<file path="src/rtl/mac_operand_sequencer.sv">
// Serial operand front end for the MAC: gathers byte beats into (a, b, c)
// triples and presents them on three parallel buses under one handshake.
module mac_operand_sequencer #(
  parameter int Data_width = 8,
  parameter int Cnt_width  = 16
) (
  input  logic                  aclk,
  input  logic                  aresetn,
  input  logic [Data_width-1:0] s_data,
  input  logic                  s_valid,
  output logic                  s_ready,
  input  logic                  s_last,
  output logic [Data_width-1:0] a_data,
  output logic [Data_width-1:0] b_data,
  output logic [Data_width-1:0] c_data,
  output logic                  m_valid,
  input  logic                  m_ready,
  output logic                  m_last,
  output logic                  err_short,
  output logic [Cnt_width-1:0]  triple_cnt
);

  typedef enum logic [1:0] {
    GET_A   = 2'd0,
    GET_B   = 2'd1,
    GET_C   = 2'd2,
    PRESENT = 2'd3
  } state_t;

  state_t                state_q, state_d;
  logic [Data_width-1:0] a_q, a_d, b_q, b_d, c_q, c_d;
  logic                  m_last_q, m_last_d;
  logic                  m_valid_q, m_valid_d;
  logic                  s_ready_q, s_ready_d;
  logic                  err_q, err_d;
  logic [Cnt_width-1:0]  cnt_q, cnt_d;
  logic                  beat_acc_s;

  assign beat_acc_s = s_valid && s_ready_q;

  // Next-state and registered-output computation; handshake flags derive from the next state.
  always_comb begin
    state_d  = state_q;
    a_d      = a_q;
    b_d      = b_q;
    c_d      = c_q;
    m_last_d = m_last_q;
    err_d    = 1'b0;
    cnt_d    = cnt_q;
    case (state_q)
      GET_A: begin
        if (beat_acc_s) begin
          if (s_last) begin
            err_d = 1'b1;
          end else begin
            a_d     = s_data;
            state_d = GET_B;
          end
        end else begin
          state_d = GET_A;
        end
      end
      GET_B: begin
        if (beat_acc_s) begin
          if (s_last) begin
            err_d   = 1'b1;
            state_d = GET_A;
          end else begin
            b_d     = s_data;
            state_d = GET_C;
          end
        end else begin
          state_d = GET_B;
        end
      end
      GET_C: begin
        if (beat_acc_s) begin
          c_d      = s_data;
          m_last_d = s_last;
          state_d  = PRESENT;
        end else begin
          state_d = GET_C;
        end
      end
      PRESENT: begin
        if (m_ready) begin
          cnt_d   = cnt_q + {{(Cnt_width-1){1'b0}}, 1'b1};
          state_d = GET_A;
        end else begin
          state_d = PRESENT;
        end
      end
      default: begin
        state_d = GET_A;
      end
    endcase
    s_ready_d = (state_d != PRESENT);
    m_valid_d = (state_d == PRESENT);
  end

  // State and output registers with synchronous active-low reset.
  always_ff @(posedge aclk) begin
    if (!aresetn) begin
      state_q   <= GET_A;
      a_q       <= '0;
      b_q       <= '0;
      c_q       <= '0;
      m_last_q  <= 1'b0;
      m_valid_q <= 1'b0;
      s_ready_q <= 1'b1;
      err_q     <= 1'b0;
      cnt_q     <= '0;
    end else begin
      state_q   <= state_d;
      a_q       <= a_d;
      b_q       <= b_d;
      c_q       <= c_d;
      m_last_q  <= m_last_d;
      m_valid_q <= m_valid_d;
      s_ready_q <= s_ready_d;
      err_q     <= err_d;
      cnt_q     <= cnt_d;
    end
  end

  assign s_ready    = s_ready_q;
  assign a_data     = a_q;
  assign b_data     = b_q;
  assign c_data     = c_q;
  assign m_valid    = m_valid_q;
  assign m_last     = m_last_q;
  assign err_short  = err_q;
  assign triple_cnt = cnt_q;

endmodule

</file>
<file path="config.mk">
export PLATFORM = sky130hd
export DESIGN_NAME = mac_operand_sequencer
export DESIGN_NICKNAME = d
export VERILOG_FILES = /design/src/rtl/mac_operand_sequencer.sv
export SDC_FILE = /design/constraint.sdc
export NUM_CORES = 1
export LEC_CHECK = 0
export CORE_AREA = 2 2 60 73
export CTS_BUF_LIST = sky130_fd_sc_hd__clkbuf_4 sky130_fd_sc_hd__clkbuf_8
export CTS_CLUSTER_SIZE = 14
export DETAILED_ROUTE_END_ITERATION = 8
export DIE_AREA = 0 0 62 75
export GPL_TIMING_DRIVEN = 0
export PLACE_DENSITY = 0.79
export SYNTH_ARGS = -nofsm -noshare
export SYNTH_HDL_FRONTEND = slang
export SYNTH_SLANG_ARGS = --single-unit
</file>
<file path="constraint.sdc">
create_clock -name aclk -period 4.7 [get_ports aclk]
set_clock_uncertainty 0.05 [all_clocks]
set_input_delay 0.47 -clock aclk [delete_from_list [all_inputs] [get_ports aclk]]
set_output_delay 0.47 -clock aclk [all_outputs]
set_load 0.01 [all_outputs]
</file>
==> results of run 1 <==
placed cells by master, fill, tap and decap left out, types with 6 or more instances in the layout:
| cell type | Yosys | routed |
|---|---|---|
| xnor2_1 | 8 | 8 |
| clkbuf_8 | 0 | 6 |
| dfxtp_1 | 46 | 46 |
| mux2i_1 | 18 | 18 |
| clkdlybuf4s50_1 | 0 | 56 |
| nand2_1 | 30 | 30 |
| nand4_1 | 10 | 10 |
| nor2_1 | 28 | 28 |
| a21oi_1 | 15 | 15 |
sequential cells by signal (all words and copies together), names as in the netlist:
name / cells
a_data: 8
b_data: 8
c_data: 8
err_short: 1
m_last: 1
m_valid: 1
s_ready: 1
state_q: 2
triple_cnt: 16
cells by family (layout without fill, tap and decap cells):
kind of cell	Yosys count	in the layout
mux	18	18
flops	46	46
simple gates	92	92
compound gates	20	20
xor+xnor	11	11
buf+inv	12	76
fa+ha+maj	1	1
worst min-delay path, cell delays in order (launching register included):
cell	delay [ns]
dfxtp_1	0.32
nand2_1	0.05
a21oi_1	0.05
final timing paths:
check	start	to	slack, ns
setup / recovery	m_ready	triple_cnt[14]	2.49
hold / removal	c_data[1]	c_data[1]	0.41
setup reg to reg	triple_cnt[1]	triple_cnt[14]	2.62
hold reg to reg	c_data[1]	c_data[1]	0.41
layout make-up:
| cell class | count | area [um2] |
|---|---|---|
| buffer | 8 | 33.8 |
| fill | 332 | 1370 |
| timing repair buffer | 56 | 561 |
| tap | 54 | 67.6 |
| clock inverter | 1 | 5.00 |
| multi-input combinational | 142 | 852 |
| sequential | 46 | 921 |
| clock buffer | 7 | 90.1 |
| inverter | 4 | 15.0 |
power breakdown:
part / leakage [uW] / internal [uW] / switching [uW]
registers: 0.000372 / 396 / 3.57
logic: 0.000493 / 29.0 / 27.9
clock network: 0.0000517 / 124 / 122
total: 0.000916 / 549 / 154
layer usage:
layer / GRT usage (%) / vias to the layer above / wire length, um
li1: - / 807 / -
met2: 30.3 / 57 / 1920
met3: 6.36 / 2 / 316
met1: 23.6 / 740 / 1790
met4: 4.26 / 0 / 17
met5: 0 / - / 0
through the flow:
stage / util (%) / instance area [um2] / total power (uW)
global route: 65.1 / 2540 / 731
detailed placement: 62.7 / 2450 / 466
finish: 65.1 / 2540 / 703
global placement: 62.7 / 2450 / 466
floorplan: - / 1820 / 435
CTS: 65.1 / 2540 / 710
==> run_results.csv, run 1 <==
group,metric,value,unit
timing,max_freq,452,MHz
detailed_routing,viasPerCell,5.05,
setup_path,timing.critical_path.depth,5,
synthesis,synth.area.top_cells,"dfxtp_1 51%, mux2i_1 9.9%, nand2_1 6.2%",
synthesis,synth_top_area_share,50.5,%
pwr,power.density_cell_area,276,mW/mm2
timing,timing.hold.ws,0.413,ns
final_layout,layout-drive-gt1-share,6.06,%
place,place.gp.congestion,0.923,
final_layout,antenna_cells,0,
floorplanning,rows,25,
timing,setup_slack,2.49,ns
synthesis,synthCells,200,
setup_path,timing.setup.critical_path_class,"in -> reg",
floorplanning,core-area,0.00391,mm2
synthesis,synth_async_sr_flop_share,0,%
synthesis,syn-num-nets,214,
hold_path,hp-class,"reg -> reg",
timing,tightest_slew,1.05,ns
synthesis,ys_types,27,
detailed_routing,postRouteWirelength,4040,um
pwr,static-leakage-power,0.000916,uW
clocking,tritoncts.num_buffers,5,
place,detailed_place_hpwl,2910,um
timing,final_period_minus_worst_setup_slack,2.21,ns
clocking,post_cts_gate_resize_count,0,
synthesis,synthesis.area,0.00182,mm2
floorplanning,fp.dieW,62,um
clocking,hold_fix_buffers_cts,0,
clocking,clk_pin_slew_worst_paths,0.08,ns
synthesis,ys_seq_elements,46,
synthesis,ys_dominant_reg_cell,"dfxtp_1",
grt,first_global_vias,1487,
detailed_routing,detailedRoute.firstIterationViolations,91,
final_layout,post_layout_nonfiller_instances,318,
synthesis,yosys.area_share.xor_xnor,5.29,%
synthesis,yosys.cell_count.top_type,"dfxtp_1",
timing,finalSetupViolations,0,
hold_path,hold-path-cell-count,2,
clocking,cts_tree,"yes",
detailed_routing,ant_nets,0,
outcome,run_status,"completed",
detailed_routing,detail_route.first_pass.iterations,4,
clocking,clock_tree.htree_level_count,2,
clocking,root_buffer_cell,"clkbuf_8",
pwr,worst_ir_drop_vdd,199,uV
clocking,post-cts-setup-buffer-count,0,
setup_path,worstPathArrival,2.38,ns
synthesis,yosys.area.top_type,"dfxtp_1",
floorplanning,die_y,75,um
timing,drv_slew,0,
detailed_routing,total_vias_in_the_final_route,1606,
timing,max_slew_margin,29.7,%
synthesis,synth-simple-area-share,25.1,%
run,max_cap_violations,0,
place,count_of_port_buffers_added_during_placement,56,
setup_path,rr_worst_depth,5,
place,dpl_worst_slack,2.21,ns
setup_path,required_time_of_the_critical_path,4.87,ns
grt,grt_first_pass_wirelength,6530,um
setup_path,critical_path.max_stage_delay,0.64,ns
floorplanning,area_of_the_die,0.00465,mm2
setup_path,worstPathMaxFanout,9,
synthesis,post_synthesis_compound_gate_area_fraction,5.84,%
grt,grt_start_max_net_pins,14,
detailed_routing,detail_route.drc_violations,0,
setup_path,cp_top_family,"simple AND/OR/NAND/NOR gates",
timing,final.period_utilization,47.1,%
grt,gr-usage-all-layers,18.6,%
place,dpl.cell_count,310,
synthesis,synth_area_per_cell,9.11,um2
synthesis,yosys.area_share.adder,0.687,%
timing,finalHoldViolCount,0,
setup_path,cp.buffers_inverters,1,
setup_path,timing.critical_path.slowest_stage_cell,"clkdlybuf4s50_1",
setup_path,critPathLaunchType,"input pin",
synthesis,yosys-mux-area-fraction,9.89,%
clocking,clk_sink_count,46,
timing,setup_repair_after_global_routing_missed_its_margin,"no",
floorplanning,design.portCount,57,
synthesis,synth_edf_count,0,
detailed_routing,wl_per_cell,12.7,um
grt,grt-ovfl-total,0,
grt,antenna_violations_before_repair,0,
clocking,clock_path_buffers,2,
floorplanning,initial_utilization,46.6,%
timing,setup_total_negative_slack,0,ns
clocking,clk-insertion-delay-late,0.29,ns
synthesis,synth_top_family_by_area,"simple AND/OR/NAND/NOR gates",
final_layout,area_delta_synth_final,39.7,%
synthesis,synth_warnings,0,
final_layout,design.final.nets,277,
setup_path,timing.critical_path.cells,"clkdlybuf4s50_1 -> nand3_4 -> or4_4 -> or3_1 -> a21oi_1",
synthesis,synth_seq_area_share,50.5,%
setup_path,crit_path_end_kind,"register",
synthesis,ys_top_cells_by_count,"46 x dfxtp_1, 30 x nand2_1, 28 x nor2_1, 18 x mux2i_1, 15 x a21oi_1",
Note: power is estimated with default switching activity, not from simulation.
==> run 2, diff against run 1 <==
clock period = 2.2 ns   (was 4.7 ns; I/O delays follow)
==> run_results.csv, run 2 (synthesis gave the netlist of run 1 again) <==
group,metric,value,unit
timing,setup_slack,0.235,ns
hold_path,worstHoldStart,"c_data[1]",
setup_path,timing.critical_path.cells,"ha_1 -> nand3_1 -> or4_4 -> or3_1 -> a21oi_1",
grt,first_global_vias,1487,
clocking,clk_pin_slew_worst_paths,0.08,ns
place,place.gp.congestion,0.923,
final_layout,design.final.nets,277,
detailed_routing,viasPerCell,5.05,
setup_path,worstPathArrival,2.13,ns
floorplanning,core-area,0.00391,mm2
clocking,tritoncts.num_buffers,5,
final_layout,area_delta_synth_final,39.8,%
final_layout,layout-drive-gt1-share,6.82,%
floorplanning,area_of_the_die,0.00465,mm2
clocking,post-cts-setup-buffer-count,0,
clocking,post_cts_gate_resize_count,0,
final_layout,antenna_cells,0,
setup_path,cp.buffers_inverters,0,
detailed_routing,detailedRoute.firstIterationViolations,91,
detailed_routing,detail_route.drc_violations,0,
setup_path,required_time_of_the_critical_path,2.37,ns
setup_path,critPathLaunchType,"register",
setup_path,cp_top_family,"simple AND/OR/NAND/NOR gates",
clocking,root_buffer_cell,"clkbuf_8",
timing,max_freq,509,MHz
grt,grt-ovfl-total,0,
run,max_cap_violations,0,
setup_path,critical_path.max_stage_delay,0.59,ns
final_layout,most-common-layout-cells,"56 x clkdlybuf4s50_1, 44 x dfxtp_1, 30 x nand2_1",
clocking,cts_tree,"yes",
final_layout,area_of_the_multi_input_gates,852,um2
timing,finalSetupViolations,0,
grt,gr-usage-all-layers,18.6,%
pwr,final_power,1500,uW
setup_path,worstSetupStartpoint,"triple_cnt[1]",
clocking,clk-insertion-delay-late,0.29,ns
place,dpl_worst_slack,-0.0364,ns
floorplanning,die_y,75,um
floorplanning,fp.dieW,62,um
timing,timing.hold.ws,0.413,ns
final_layout,layout_commonest_cell,"clkdlybuf4s50_1",
pwr,power.density_cell_area,590,mW/mm2
pwr,worst_ir_drop_vdd,425,uV
clocking,clock_path_buffers,2,
floorplanning,design.portCount,57,
place,detailed_place_hpwl,2910,um
timing,drv_slew,0,
timing,setup_repair_after_global_routing_missed_its_margin,"no",
setup_path,worstPathMaxFanout,7,
grt,grt_first_pass_wirelength,6530,um
setup_path,origin_of_the_critical_flop_to_flop_path,"triple_cnt[1]",
final_layout,layout.area.seq,923,um2
hold_path,hp-class,"reg -> reg",
timing,max_slew_margin,30.9,%
grt,antenna_violations_before_repair,0,
setup_path,timing.setup.critical_path_class,"reg -> reg",
floorplanning,rows,25,
grt,grt_start_max_net_pins,14,
detailed_routing,total_vias_in_the_final_route,1607,
outcome,run_status,"completed",
timing,final.period_utilization,89.3,%
timing,finalHoldViolCount,0,
detailed_routing,postRouteWirelength,4050,um
setup_path,crit_path_end_kind,"register",
final_layout,filler_cell_count,332,
place,count_of_port_buffers_added_during_placement,56,
timing,final_period_minus_worst_setup_slack,1.96,ns
floorplanning,initial_utilization,46.6,%
detailed_routing,ant_nets,0,
setup_path,timing.critical_path.slowest_stage_cell,"or4_4",
clocking,clock_tree.htree_level_count,2,
clocking,hold_fix_buffers_cts,0,
clocking,clk_sink_count,46,
timing,tightest_slew,1.03,ns
detailed_routing,wl_per_cell,12.7,um
detailed_routing,detail_route.first_pass.iterations,4,
pwr,static-leakage-power,0.000917,uW
final_layout,largest_register_ff_count,16,
-- run 2: path summary, 6_finish.rpt --
kind	endpoint	slack, ns	cells past startpoint
max reg2reg	triple_cnt[14]	0.24	5
max	triple_cnt[14]	0.24	5
min reg2reg	c_data[1]	0.41	2
min	c_data[1]	0.41	2
-- run 2: routing by layer --
layer | track usage [%] | vias up | share of wire [%]
met5 | 0 | - | 0
met3 | 6.36 | 2 | 7.8
met4 | 4.26 | 0 | 0.42
met2 | 30.3 | 57 | 47
met1 | 23.6 | 741 | 44
li1 | - | 807 | -
-- run 2: metrics by stage --
| stage | util (%) | setup TNS (ns) | instances | area, um2 |
|---|---|---|---|---|
| 2_1_floorplan | - | 0 | 200 | 1820 |
| 3_3_place_gp | 62.7 | -0.0584 | 310 | 2450 |
| 3_5_place_dp | 62.7 | -0.0603 | 310 | 2450 |
| 4_1_cts | 65.1 | 0 | 318 | 2540 |
| 5_1_grt | 65.2 | 0 | 318 | 2550 |
| 6_report | 65.2 | 0 | 318 | 2550 |
-- run 2: cell type report --
| class | count | area share (%) |
|---|---|---|
| repair buffers | 56 | 22.0 |
| clock inverters | 1 | 0.196 |
| clock buffers | 7 | 3.54 |
| inverters | 4 | 0.589 |
| plain buffers | 8 | 1.33 |
| multi-input cells | 142 | 33.4 |
| well taps | 54 | 2.65 |
| flip-flops and latches | 46 | 36.2 |
-- run 2: worst min-delay path, stage by stage, from the launching register on --
cell	delay [ns]
dfxtp_1	0.32
nand2_1	0.05
a21oi_1	0.05
-- run 2: power by group --
group / internal, uW / leakage [uW] / switching, uW
combinational: 61.9 / 0.000493 / 59.5
clock: 266 / 0.0000517 / 263
sequential: 846 / 0.000373 / 7.66
total: 1170 / 0.000917 / 330
